--- config.mk ---
export PLATFORM = sky130hd
export DESIGN_NAME = tile_io_router_flat
export DESIGN_NICKNAME = d
export VERILOG_FILES = /design/src/rtl/tile_io_router_pkg.sv /design/src/rtl/tile_io_router_if.sv /design/src/rtl/tile_io_router_any_arb.sv /design/src/rtl/tile_io_router.sv /design/src/flat_wrapper.sv
export SDC_FILE = /design/constraint.sdc
export NUM_CORES = 1
export LEC_CHECK = 0
export BUFFER_PORTS_ARGS = -buffer_cell sky130_fd_sc_hd__buf_4
export CORE_ASPECT_RATIO = 1.25
export CORE_MARGIN = 2
export CORE_UTILIZATION = 34
export DETAILED_ROUTE_END_ITERATION = 6
export PLACE_DENSITY = 0.68
export SETUP_SLACK_MARGIN = 0.05
export SLEW_MARGIN = 20
export SYNTH_ARGS = -nofsm -noshare
export SYNTH_HDL_FRONTEND = slang
export SYNTH_SLANG_ARGS = --single-unit
--- constraint.sdc ---
create_clock -name clk -period 5.3 [get_ports clk]
set_clock_uncertainty 0.1 [all_clocks]
set_input_delay 0.265 -clock clk [delete_from_list [all_inputs] [get_ports clk]]
set_output_delay 0.265 -clock clk [all_outputs]
set_load 0.02 [all_outputs]
--- src/rtl/tile_io_router_pkg.sv ---
// Shared definitions for the tile neighbour I/O router.
//   - location code helpers as functions of the channel count
//   - router FSM state encoding
//   - word_t, the default-width data word
// Optional build macro TILE_IO_ROUTER_RR_EN (used by the arbiter) selects
// round-robin ANY arbitration instead of lowest-index-first.
package tile_io_router_pkg;

    localparam int DEF_WORD_W = 16;

    typedef logic [DEF_WORD_W-1:0] word_t;

    typedef enum logic [1:0] {
        ST_IDLE  = 2'd0,
        ST_SEND  = 2'd1,
        ST_RECV  = 2'd2,
        ST_RDONE = 2'd3
    } router_state_t;

    // Codes 0..nch-1 address a channel directly; the special codes follow.
    function automatic int LOC_NIL(input int nch);
        return nch;
    endfunction

    function automatic int LOC_ACC(input int nch);
        return nch + 1;
    endfunction

    function automatic int LOC_ANY(input int nch);
        return nch + 2;
    endfunction

    function automatic int LOC_LAST(input int nch);
        return nch + 3;
    endfunction

endpackage

--- src/rtl/tile_io_router_if.sv ---
// Bundle of core-side and neighbour-channel signals of the tile I/O router.
//   master : environment view (tile core + neighbours), drives requests,
//            outbound words and channel completions
//   slave  : router view, drives completions, received data and the
//            per-channel offers/readies
// Channel vectors are packed with channel k in bits [k*WORD_W +: WORD_W].
interface tile_io_router_if #(
    parameter int NCH    = 4,
    parameter int WORD_W = 16
);
    localparam int LOC_W = $clog2(NCH + 4);

    logic [LOC_W-1:0]      loc;
    logic                  send;
    logic [WORD_W-1:0]     send_data;
    logic                  send_done;
    logic                  recv;
    logic [WORD_W-1:0]     recv_data;
    logic                  recv_valid;
    logic [NCH*WORD_W-1:0] ch_send_data;
    logic [NCH-1:0]        ch_send_ready;
    logic [NCH-1:0]        ch_send_done;
    logic [NCH*WORD_W-1:0] ch_recv_data;
    logic [NCH-1:0]        ch_recv_valid;
    logic [NCH-1:0]        ch_recv_ready;

    modport master (
        output loc, send, send_data, recv,
        output ch_send_done, ch_recv_data, ch_recv_valid,
        input  send_done, recv_data, recv_valid,
        input  ch_send_data, ch_send_ready, ch_recv_ready
    );

    modport slave (
        input  loc, send, send_data, recv,
        input  ch_send_done, ch_recv_data, ch_recv_valid,
        output send_done, recv_data, recv_valid,
        output ch_send_data, ch_send_ready, ch_recv_ready
    );

endinterface

--- src/rtl/tile_io_router_any_arb.sv ---
// tile_io_any_arb: combinational arbiter that resolves the ANY location.
//   i_req    : request vector, one bit per channel
//   i_rrBase : first channel considered (only with TILE_IO_ROUTER_RR_EN)
//   o_grant  : one-hot grant
//   o_idx    : index of the granted channel
//   o_valid  : at least one request present
// Macro TILE_IO_ROUTER_RR_EN: defined -> search starts at i_rrBase,
// undefined -> search starts at channel 0 (lowest index wins).
module tile_io_any_arb
    import tile_io_router_pkg::*;
#(
    parameter  int NCH   = 4,
    localparam int IDX_W = $clog2(NCH)
) (
    input  logic [NCH-1:0]   i_req,
`ifdef TILE_IO_ROUTER_RR_EN
    input  logic [IDX_W-1:0] i_rrBase,
`endif
    output logic [NCH-1:0]   o_grant,
    output logic [IDX_W-1:0] o_idx,
    output logic             o_valid
);

    int               w_base;
    int               w_pos;
    logic [IDX_W-1:0] w_cand;
    logic             w_found;

    // Walk the channels once, starting at the priority base and wrapping,
    // and grant the first requester met.
    always_comb begin
        o_grant = '0;
        o_idx   = '0;
        w_found = 1'b0;
        w_pos   = 0;
        w_cand  = '0;
`ifdef TILE_IO_ROUTER_RR_EN
        w_base  = int'(i_rrBase);
`else
        w_base  = 0;
`endif
        for (int k = 0; k < NCH; k++) begin
            w_pos = w_base + k;
            if (w_pos >= NCH) begin
                w_pos = w_pos - NCH;
            end
            w_cand = IDX_W'(w_pos);
            if (!w_found && i_req[w_cand]) begin
                w_found         = 1'b1;
                o_grant[w_cand] = 1'b1;
                o_idx           = w_cand;
            end
        end
    end

    assign o_valid = w_found;

endmodule

--- src/rtl/tile_io_router.sv ---
// tile_io_router: connects one tile core to NCH neighbour channels.
//   clk, rst : clock, synchronous active-high reset
//   bus      : tile_io_router_if.slave carrying the core request/response
//              signals (loc, send, send_data, send_done, recv, recv_data,
//              recv_valid) and the per-channel link signals (ch_send_data,
//              ch_send_ready, ch_send_done, ch_recv_data, ch_recv_valid,
//              ch_recv_ready)
// A send/recv request is latched with its resolved target and held until
// the neighbour completes it or the core drops the request. Received words
// are registered and returned one cycle after the channel handshake.
// Macro TILE_IO_ROUTER_RR_EN enables round-robin ANY arbitration (rr_q);
// without it ANY picks the lowest-index channel.
module tile_io_router
    import tile_io_router_pkg::*;
#(
    parameter  int NCH    = 4,
    parameter  int WORD_W = DEF_WORD_W,
    localparam int LOC_W  = $clog2(NCH + 4),
    localparam int IDX_W  = $clog2(NCH)
) (
    input  logic          clk,
    input  logic          rst,
    tile_io_router_if.slave bus
);

    localparam logic [LOC_W-1:0] L_NIL  = LOC_W'(LOC_NIL(NCH));
    localparam logic [LOC_W-1:0] L_ACC  = LOC_W'(LOC_ACC(NCH));
    localparam logic [LOC_W-1:0] L_ANY  = LOC_W'(LOC_ANY(NCH));
    localparam logic [LOC_W-1:0] L_LAST = LOC_W'(LOC_LAST(NCH));

    router_state_t     r_state, w_stateNxt;
    logic [WORD_W-1:0] r_data, w_dataNxt;
    logic [IDX_W-1:0]  r_tgt, w_tgtNxt;
    logic              r_any, w_anyNxt;
    logic [LOC_W-1:0]  r_last, w_lastNxt;
`ifdef TILE_IO_ROUTER_RR_EN
    logic [IDX_W-1:0]  r_rr, w_rrNxt;
`endif

    logic              w_resNil;
    logic              w_resAny;
    logic [IDX_W-1:0]  w_resCh;

    logic [NCH-1:0]    w_arbReq;
    logic [NCH-1:0]    w_arbGrant;
    logic [IDX_W-1:0]  w_arbIdx;
    logic              w_arbValid;
    logic [IDX_W-1:0]  w_arbIdxInc;

    logic                  w_sendDone;
    logic [WORD_W-1:0]     w_recvData;
    logic                  w_recvValid;
    logic [NCH*WORD_W-1:0] w_chSendData;
    logic [NCH-1:0]        w_chSendReady;
    logic [NCH-1:0]        w_chRecvReady;

    // Translate the location code into a channel index, ANY or NIL.
    // ACC maps to channel 0; LAST follows the last completed transfer and
    // falls back to NIL until one has completed; unknown codes are NIL.
    always_comb begin
        w_resNil = 1'b0;
        w_resAny = 1'b0;
        w_resCh  = '0;
        if (bus.loc < LOC_W'(NCH)) begin
            w_resCh = bus.loc[IDX_W-1:0];
        end else if (bus.loc == L_ACC) begin
            w_resCh = '0;
        end else if (bus.loc == L_ANY) begin
            w_resAny = 1'b1;
        end else if (bus.loc == L_LAST && r_last != L_NIL) begin
            w_resCh = r_last[IDX_W-1:0];
        end else begin
            w_resNil = 1'b1;
        end
    end

    tile_io_any_arb #(
        .NCH(NCH)
    ) u_arb (
        .i_req    (w_arbReq),
`ifdef TILE_IO_ROUTER_RR_EN
        .i_rrBase (r_rr),
`endif
        .o_grant  (w_arbGrant),
        .o_idx    (w_arbIdx),
        .o_valid  (w_arbValid)
    );

    assign w_arbIdxInc = (w_arbIdx == IDX_W'(NCH - 1)) ? '0 : w_arbIdx + 1'b1;

    // Next-state and output decode. Channel signals are only driven while
    // the core still holds the matching request, so a dropped request can
    // never complete behind the core's back.
    always_comb begin
        w_stateNxt    = r_state;
        w_dataNxt     = r_data;
        w_tgtNxt      = r_tgt;
        w_anyNxt      = r_any;
        w_lastNxt     = r_last;
`ifdef TILE_IO_ROUTER_RR_EN
        w_rrNxt       = r_rr;
`endif
        w_arbReq      = '0;
        w_sendDone    = 1'b0;
        w_recvData    = '0;
        w_recvValid   = 1'b0;
        w_chSendData  = '0;
        w_chSendReady = '0;
        w_chRecvReady = '0;
        case (r_state)
            ST_IDLE: begin
                if (bus.send) begin
                    if (w_resNil) begin
                        w_sendDone = 1'b1;
                    end else begin
                        w_dataNxt  = bus.send_data;
                        w_tgtNxt   = w_resCh;
                        w_anyNxt   = w_resAny;
                        w_stateNxt = ST_SEND;
                    end
                end else if (bus.recv) begin
                    if (w_resNil) begin
                        w_recvValid = 1'b1;
                    end else begin
                        w_tgtNxt   = w_resCh;
                        w_anyNxt   = w_resAny;
                        w_stateNxt = ST_RECV;
                    end
                end
            end
            ST_SEND: begin
                if (!bus.send) begin
                    w_stateNxt = ST_IDLE;
                end else if (r_any) begin
                    w_chSendReady = '1;
                    for (int k = 0; k < NCH; k++) begin
                        w_chSendData[k*WORD_W +: WORD_W] = r_data;
                    end
                    w_arbReq = bus.ch_send_done;
                    if (w_arbValid) begin
                        w_sendDone = 1'b1;
                        w_lastNxt  = LOC_W'(w_arbIdx);
`ifdef TILE_IO_ROUTER_RR_EN
                        w_rrNxt    = w_arbIdxInc;
`endif
                        w_stateNxt = ST_IDLE;
                    end
                end else begin
                    w_chSendReady[r_tgt]                       = 1'b1;
                    w_chSendData[int'(r_tgt)*WORD_W +: WORD_W] = r_data;
                    if (bus.ch_send_done[r_tgt]) begin
                        w_sendDone = 1'b1;
                        w_lastNxt  = LOC_W'(r_tgt);
                        w_stateNxt = ST_IDLE;
                    end
                end
            end
            ST_RECV: begin
                if (!bus.recv) begin
                    w_stateNxt = ST_IDLE;
                end else if (r_any) begin
                    w_arbReq = bus.ch_recv_valid;
                    if (w_arbValid) begin
                        w_chRecvReady = w_arbGrant;
                        w_dataNxt     = bus.ch_recv_data[int'(w_arbIdx)*WORD_W +: WORD_W];
                        w_lastNxt     = LOC_W'(w_arbIdx);
`ifdef TILE_IO_ROUTER_RR_EN
                        w_rrNxt       = w_arbIdxInc;
`endif
                        w_stateNxt    = ST_RDONE;
                    end
                end else begin
                    w_chRecvReady[r_tgt] = 1'b1;
                    if (bus.ch_recv_valid[r_tgt]) begin
                        w_dataNxt  = bus.ch_recv_data[int'(r_tgt)*WORD_W +: WORD_W];
                        w_lastNxt  = LOC_W'(r_tgt);
                        w_stateNxt = ST_RDONE;
                    end
                end
            end
            ST_RDONE: begin
                w_recvValid = 1'b1;
                w_recvData  = r_data;
                w_stateNxt  = ST_IDLE;
            end
            default: begin
                w_stateNxt = ST_IDLE;
            end
        endcase
    end

    // State and transaction registers; reset discards any in-flight word.
    always_ff @(posedge clk) begin
        if (rst) begin
            r_state <= ST_IDLE;
            r_data  <= '0;
            r_tgt   <= '0;
            r_any   <= 1'b0;
            r_last  <= L_NIL;
        end else begin
            r_state <= w_stateNxt;
            r_data  <= w_dataNxt;
            r_tgt   <= w_tgtNxt;
            r_any   <= w_anyNxt;
            r_last  <= w_lastNxt;
        end
    end

`ifdef TILE_IO_ROUTER_RR_EN
    // Round-robin pointer: next ANY search starts after the last winner.
    always_ff @(posedge clk) begin
        if (rst) begin
            r_rr <= '0;
        end else begin
            r_rr <= w_rrNxt;
        end
    end
`endif

    assign bus.send_done     = w_sendDone;
    assign bus.recv_data     = w_recvData;
    assign bus.recv_valid    = w_recvValid;
    assign bus.ch_send_data  = w_chSendData;
    assign bus.ch_send_ready = w_chSendReady;
    assign bus.ch_recv_ready = w_chRecvReady;

endmodule

--- src/flat_wrapper.sv ---
// flat-port wrapper written by rule: the top's interface ports become plain ports
module tile_io_router_flat import tile_io_router_pkg::*;
#(
    parameter  int NCH    = 4,
    parameter  int WORD_W = DEF_WORD_W,
    localparam int LOC_W  = $clog2(NCH + 4),
    localparam int IDX_W  = $clog2(NCH)
)
  (clk, rst, bus_loc, bus_send, bus_send_data, bus_recv, bus_ch_send_done, bus_ch_recv_data, bus_ch_recv_valid, bus_send_done, bus_recv_data, bus_recv_valid, bus_ch_send_data, bus_ch_send_ready, bus_ch_recv_ready);
  tile_io_router_if #(.NCH(NCH), .WORD_W(WORD_W)) bus_i ();
  input  logic clk;
  input  logic rst;
  input wire logic [$bits(bus_i.loc)-1:0] bus_loc;
  input wire logic [$bits(bus_i.send)-1:0] bus_send;
  input wire logic [$bits(bus_i.send_data)-1:0] bus_send_data;
  input wire logic [$bits(bus_i.recv)-1:0] bus_recv;
  input wire logic [$bits(bus_i.ch_send_done)-1:0] bus_ch_send_done;
  input wire logic [$bits(bus_i.ch_recv_data)-1:0] bus_ch_recv_data;
  input wire logic [$bits(bus_i.ch_recv_valid)-1:0] bus_ch_recv_valid;
  output wire logic [$bits(bus_i.send_done)-1:0] bus_send_done;
  output wire logic [$bits(bus_i.recv_data)-1:0] bus_recv_data;
  output wire logic [$bits(bus_i.recv_valid)-1:0] bus_recv_valid;
  output wire logic [$bits(bus_i.ch_send_data)-1:0] bus_ch_send_data;
  output wire logic [$bits(bus_i.ch_send_ready)-1:0] bus_ch_send_ready;
  output wire logic [$bits(bus_i.ch_recv_ready)-1:0] bus_ch_recv_ready;
  assign bus_i.loc = bus_loc;
  assign bus_i.send = bus_send;
  assign bus_i.send_data = bus_send_data;
  assign bus_i.recv = bus_recv;
  assign bus_i.ch_send_done = bus_ch_send_done;
  assign bus_i.ch_recv_data = bus_ch_recv_data;
  assign bus_i.ch_recv_valid = bus_ch_recv_valid;
  assign bus_send_done = bus_i.send_done;
  assign bus_recv_data = bus_i.recv_data;
  assign bus_recv_valid = bus_i.recv_valid;
  assign bus_ch_send_data = bus_i.ch_send_data;
  assign bus_ch_send_ready = bus_i.ch_send_ready;
  assign bus_ch_recv_ready = bus_i.ch_recv_ready;
  tile_io_router #(.NCH(NCH), .WORD_W(WORD_W)) u_core (.clk(clk), .rst(rst), .bus(bus_i));
endmodule
==> metrics.json <==
{
  "critical_path_arrival": {"value": 3.34, "unit": "ns"},
  "placeableCoreArea": {"value": 0.007883, "unit": "sq mm"},
  "ys_dominant_reg_cell": {"value": "dfxtp_1"},
  "hold_start": {"value": "bus_loc[1]"},
  "cts.clk_slew.worst_paths": {"value": 0.08, "unit": "ns"},
  "pin_count_of_the_biggest_net_entering_global_routing": {"value": 34},
  "yosysWarnings": {"value": 0},
  "initial_utilization": {"value": 35.38, "unit": "%"},
  "share_of_async_settable_or_async_resettable_flops_after_synthesis": {"value": 0, "unit": "%"},
  "reg2regPathDepth": {"value": 8},
  "fin_cells": {"value": 631},
  "peakVddDrop": {"value": 0.1295, "unit": "mV"},
  "synth_cells": {"value": 373},
  "clock_sink_count": {"value": 24},
  "first_pass_iters": {"value": 4},
  "nets": {"value": 645},
  "final_sum_of_negative_setup_slack": {"value": 0, "unit": "ns"},
  "grt_pass1_wl": {"value": 16170, "unit": "um"},
  "synth.area.mux_share": {"value": 16.20, "unit": "%"},
  "route.detailed.drc": {"value": 0},
  "clock.fmax": {"value": 305.6, "unit": "MHz"},
  "groute.layer.met3.usage": {"value": 3.602, "unit": "%"},
  "power_density": {"value": 233.8, "unit": "mW/mm^2"},
  "synth_top_family_by_area": {"value": "simple AND/OR/NAND/NOR gates"},
  "crit_path_max_fanout": {"value": 17},
  "number_of_global_route_vias_before_repair": {"value": 3154},
  "run_status": {"value": "complete, no violations"},
  "total_power": {"value": 0.9909, "unit": "mW"},
  "remaining_antenna_violation_count": {"value": 0},
  "postSynthAreaPerCell": {"value": 7.477, "unit": "sq um"},
  "drt-vias-per-instance": {"value": 5.300},
  "hold_path.class": {"value": "input pin to flop"},
  "cts-hold-fix-buffers": {"value": 0},
  "gr-total-overflow": {"value": 0},
  "crit_required": {"value": 5.37, "unit": "ns"},
  "synthToLayoutAreaGrowth": {"value": 51.95, "unit": "%"},
  "worst_setup_path_end_kind": {"value": "flop"},
  "synth_cell_types": {"value": 51},
  "cts_tree": {"value": "done"},
  "floorplan.die.width": {"value": 85.01, "unit": "um"},
  "numPlacedInstances": {"value": 626},
  "synth_xor_area_share": {"value": 0, "unit": "%"},
  "power.static_leakage": {"value": 1.937, "unit": "nW"},
  "dr.first_iter.drc_count": {"value": 186},
  "post_cts_buffers": {"value": 0},
  "worst_hold_path.endpoint": {"value": "u_core.r_any"},
  "synth_seq_area_share": {"value": 17.23, "unit": "%"},
  "finalWirelength": {"value": 10730, "unit": "um"},
  "global_route.usage.total": {"value": 22.22, "unit": "%"},
  "regToRegEndpoint": {"value": "u_core.r_data[12]"},
  "die-area": {"value": 0.008948, "unit": "sq mm"},
  "finalCriticalPeriod": {"value": 3.272, "unit": "ns"},
  "hpwl": {"value": 8680, "unit": "um"},
  "numPortBuffers": {"value": 184},
  "timing_worst_setup_path_type": {"value": "flop to flop"},
  "report.final.setup_viol": {"value": 0},
  "grt_use_met1": {"value": 27.15, "unit": "%"},
  "synth-edff-count": {"value": 0},
  "routedWlPerCell": {"value": 17.00, "unit": "um"},
  "gp_congestion": {"value": 0.8803},
  "antenna_found_initial": {"value": 0},
  "ratio_of_cells_with_drive_above_1_in_the_final_layout": {"value": 43.10, "unit": "%"},
  "share_of_the_clock_period_used_by_the_worst_path": {"value": 61.74, "unit": "%"},
  "whs_path_depth": {"value": 3},
  "cts-root-to-sink-buffers": {"value": 2},
  "ctsHtreeMaxLevel": {"value": 1},
  "hold_viol": {"value": 0},
  "cts_inserted_buffers": {"value": 3},
  "slew_violations": {"value": 0},
  "num_vias": {"value": 3344},
  "max_slew.worst_pin.slew": {"value": 0.7275, "unit": "ns"},
  "floorplan.rows": {"value": 36},
  "global_route.usage.met2": {"value": 39.34, "unit": "%"},
  "synth-compound-area-share": {"value": 22.66, "unit": "%"},
  "floorplan.io_pins": {"value": 185},
  "synth-adder-area-share": {"value": 5.832, "unit": "%"},
  "r2r_start": {"value": "u_core.r_state[0]"},
  "mappedNetlistNets": {"value": 481},
  "cts_repair_resize_count": {"value": 0},
  "rrSetupSlack": {"value": 2.03, "unit": "ns"},
  "grt-busiest-layer": {"value": "met2"},
  "post_synth_instance_area": {"value": 0.002789, "unit": "sq mm"},
  "maxSlewHeadroom": {"value": 51.45, "unit": "%"},
  "y_dimension_of_the_die": {"value": 105.3, "unit": "um"},
  "unrepaired_setup_endpoints_after_global_routing": {"value": "false"},
  "ys_seq_elements": {"value": 24},
  "maxCapViolCount": {"value": 0},
  "start_kind": {"value": "flop"},
  "clock_latency": {"value": 0.26, "unit": "ns"},
  "yosys.area_share.simple": {"value": 31.58, "unit": "%"},
  "antenna_cells_inserted": {"value": 0},
  "buffer_type_at_the_clock_tree_root": {"value": "clkbuf_8"}
}
==> cells in the mapped netlist, types with 8 or more instances <==
master | count | share of area, %
dfxtp_1 | 24 | 17
a21oi_1 | 27 | 4.8
clkbuf_1 | 14 | 1.9
mux2_2 | 31 | 13
nor2_1 | 43 | 5.8
and2_1 | 67 | 15
nand2_1 | 34 | 4.6
ha_1 | 13 | 5.8
nand3_1 | 9 | 1.6
a311oi_1 | 15 | 4.7
a22oi_1 | 16 | 4.3
inv_1 | 11 | 1.5
mux2i_1 | 8 | 2.9
==> sequential cells by signal (all words and copies together) (netlist names) <==
name	count
u_core.r_any	1
u_core.r_data	16
u_core.r_last	3
u_core.r_state	2
u_core.r_tgt	2
==> where the power goes <==
| part | leakage, nW | total [mW] | switching [mW] | internal, mW |
|---|---|---|---|---|
| combinational | 1.71 | 0.544 | 0.306 | 0.237 |
| clock | 0.0288 | 0.123 | 0.0572 | 0.0663 |
| sequential | 0.197 | 0.324 | 0.0874 | 0.236 |
| total | 1.94 | 0.991 | 0.451 | 0.540 |
==> stage by stage <==
step           utilization, %  setup WS (ns)  hold WS, ns  cell area (sq um)
3_3_place_gp            52.68          2.044       0.3659               4153
4_1_cts                 53.41          1.952       0.2048               4210
5_1_grt                 53.76          1.748       0.2147               4238
6_report                53.76          2.028       0.2063               4238
2_1_floorplan               -          2.733       0.2371               2789
3_5_place_dp            52.71          1.963       0.3819               4155
==> placed cells by master (no fill, tap or decap), types with 4 or more instances in the layout <==
| cell | instances |
|---|---|
| nand3_1 | 9 |
| a22oi_1 | 16 |
| clkbuf_8 | 4 |
| mux2i_1 | 8 |
| a21oi_1 | 27 |
| dfxtp_1 | 24 |
| nand2_1 | 34 |
| nor3_1 | 7 |
| mux2_2 | 31 |
| inv_1 | 11 |
| ha_1 | 13 |
| and2_1 | 67 |
| nor2_1 | 42 |
| buf_4 | 184 |
| a311oi_1 | 15 |
==> worst max-delay path, cell delays in order, from the launching register on <==
cell      delay (ns)
dfxtp_1         0.41
inv_1           0.09
ha_1            0.34
nand3_1         0.27
nand4_1         0.18
o21ai_1         0.31
nand3_1         0.54
and2_1          0.61
a311oi_1        0.32
==> layer usage <==
layer / up-vias / part of all wire [%]
li1: 1648 / -
met1: 1528 / 39
met2: 154 / 51
met3: 14 / 7.2
met4: 0 / 2.2
met5: - / 0
==> final cells by class <==
cell class,count,area (sq um)
Sequential cell,24,480.5
Fill cell,784,3645
Clock buffer,4,55.05
Tap cell,95,118.9
Inverter,12,45.04
Timing Repair Buffer,185,1409
Multi-Input combinational cell,311,2130
==> worst max-delay path by stage <==
| stage | from | cells after the start | slack (ns) | endpoint |
|---|---|---|---|---|
| after floorplan | u_core.r_state[0] | 10 | 2.73 | u_core.r_data[9] |
| after global placement | u_core.r_state[0] | 8 | 2.04 | u_core.r_data[0] |
| after detailed placement | u_core.r_state[0] | 8 | 1.96 | u_core.r_data[6] |
| after CTS | u_core.r_state[0] | 8 | 1.95 | u_core.r_data[6] |
| after global routing | u_core.r_state[0] | 8 | 1.75 | u_core.r_data[12] |
| final | u_core.r_state[0] | 8 | 2.03 | u_core.r_data[12] |
==> cells by family after synthesis <==
logic type,after synthesis
AO/OA/AOI/OAI,85
adder cells (fa/ha/maj),13
buffers and inverters,38
flip-flops,24
multiplexers,40
AND/OR/NAND/NOR,173
(Power assumes the default switching activity.)
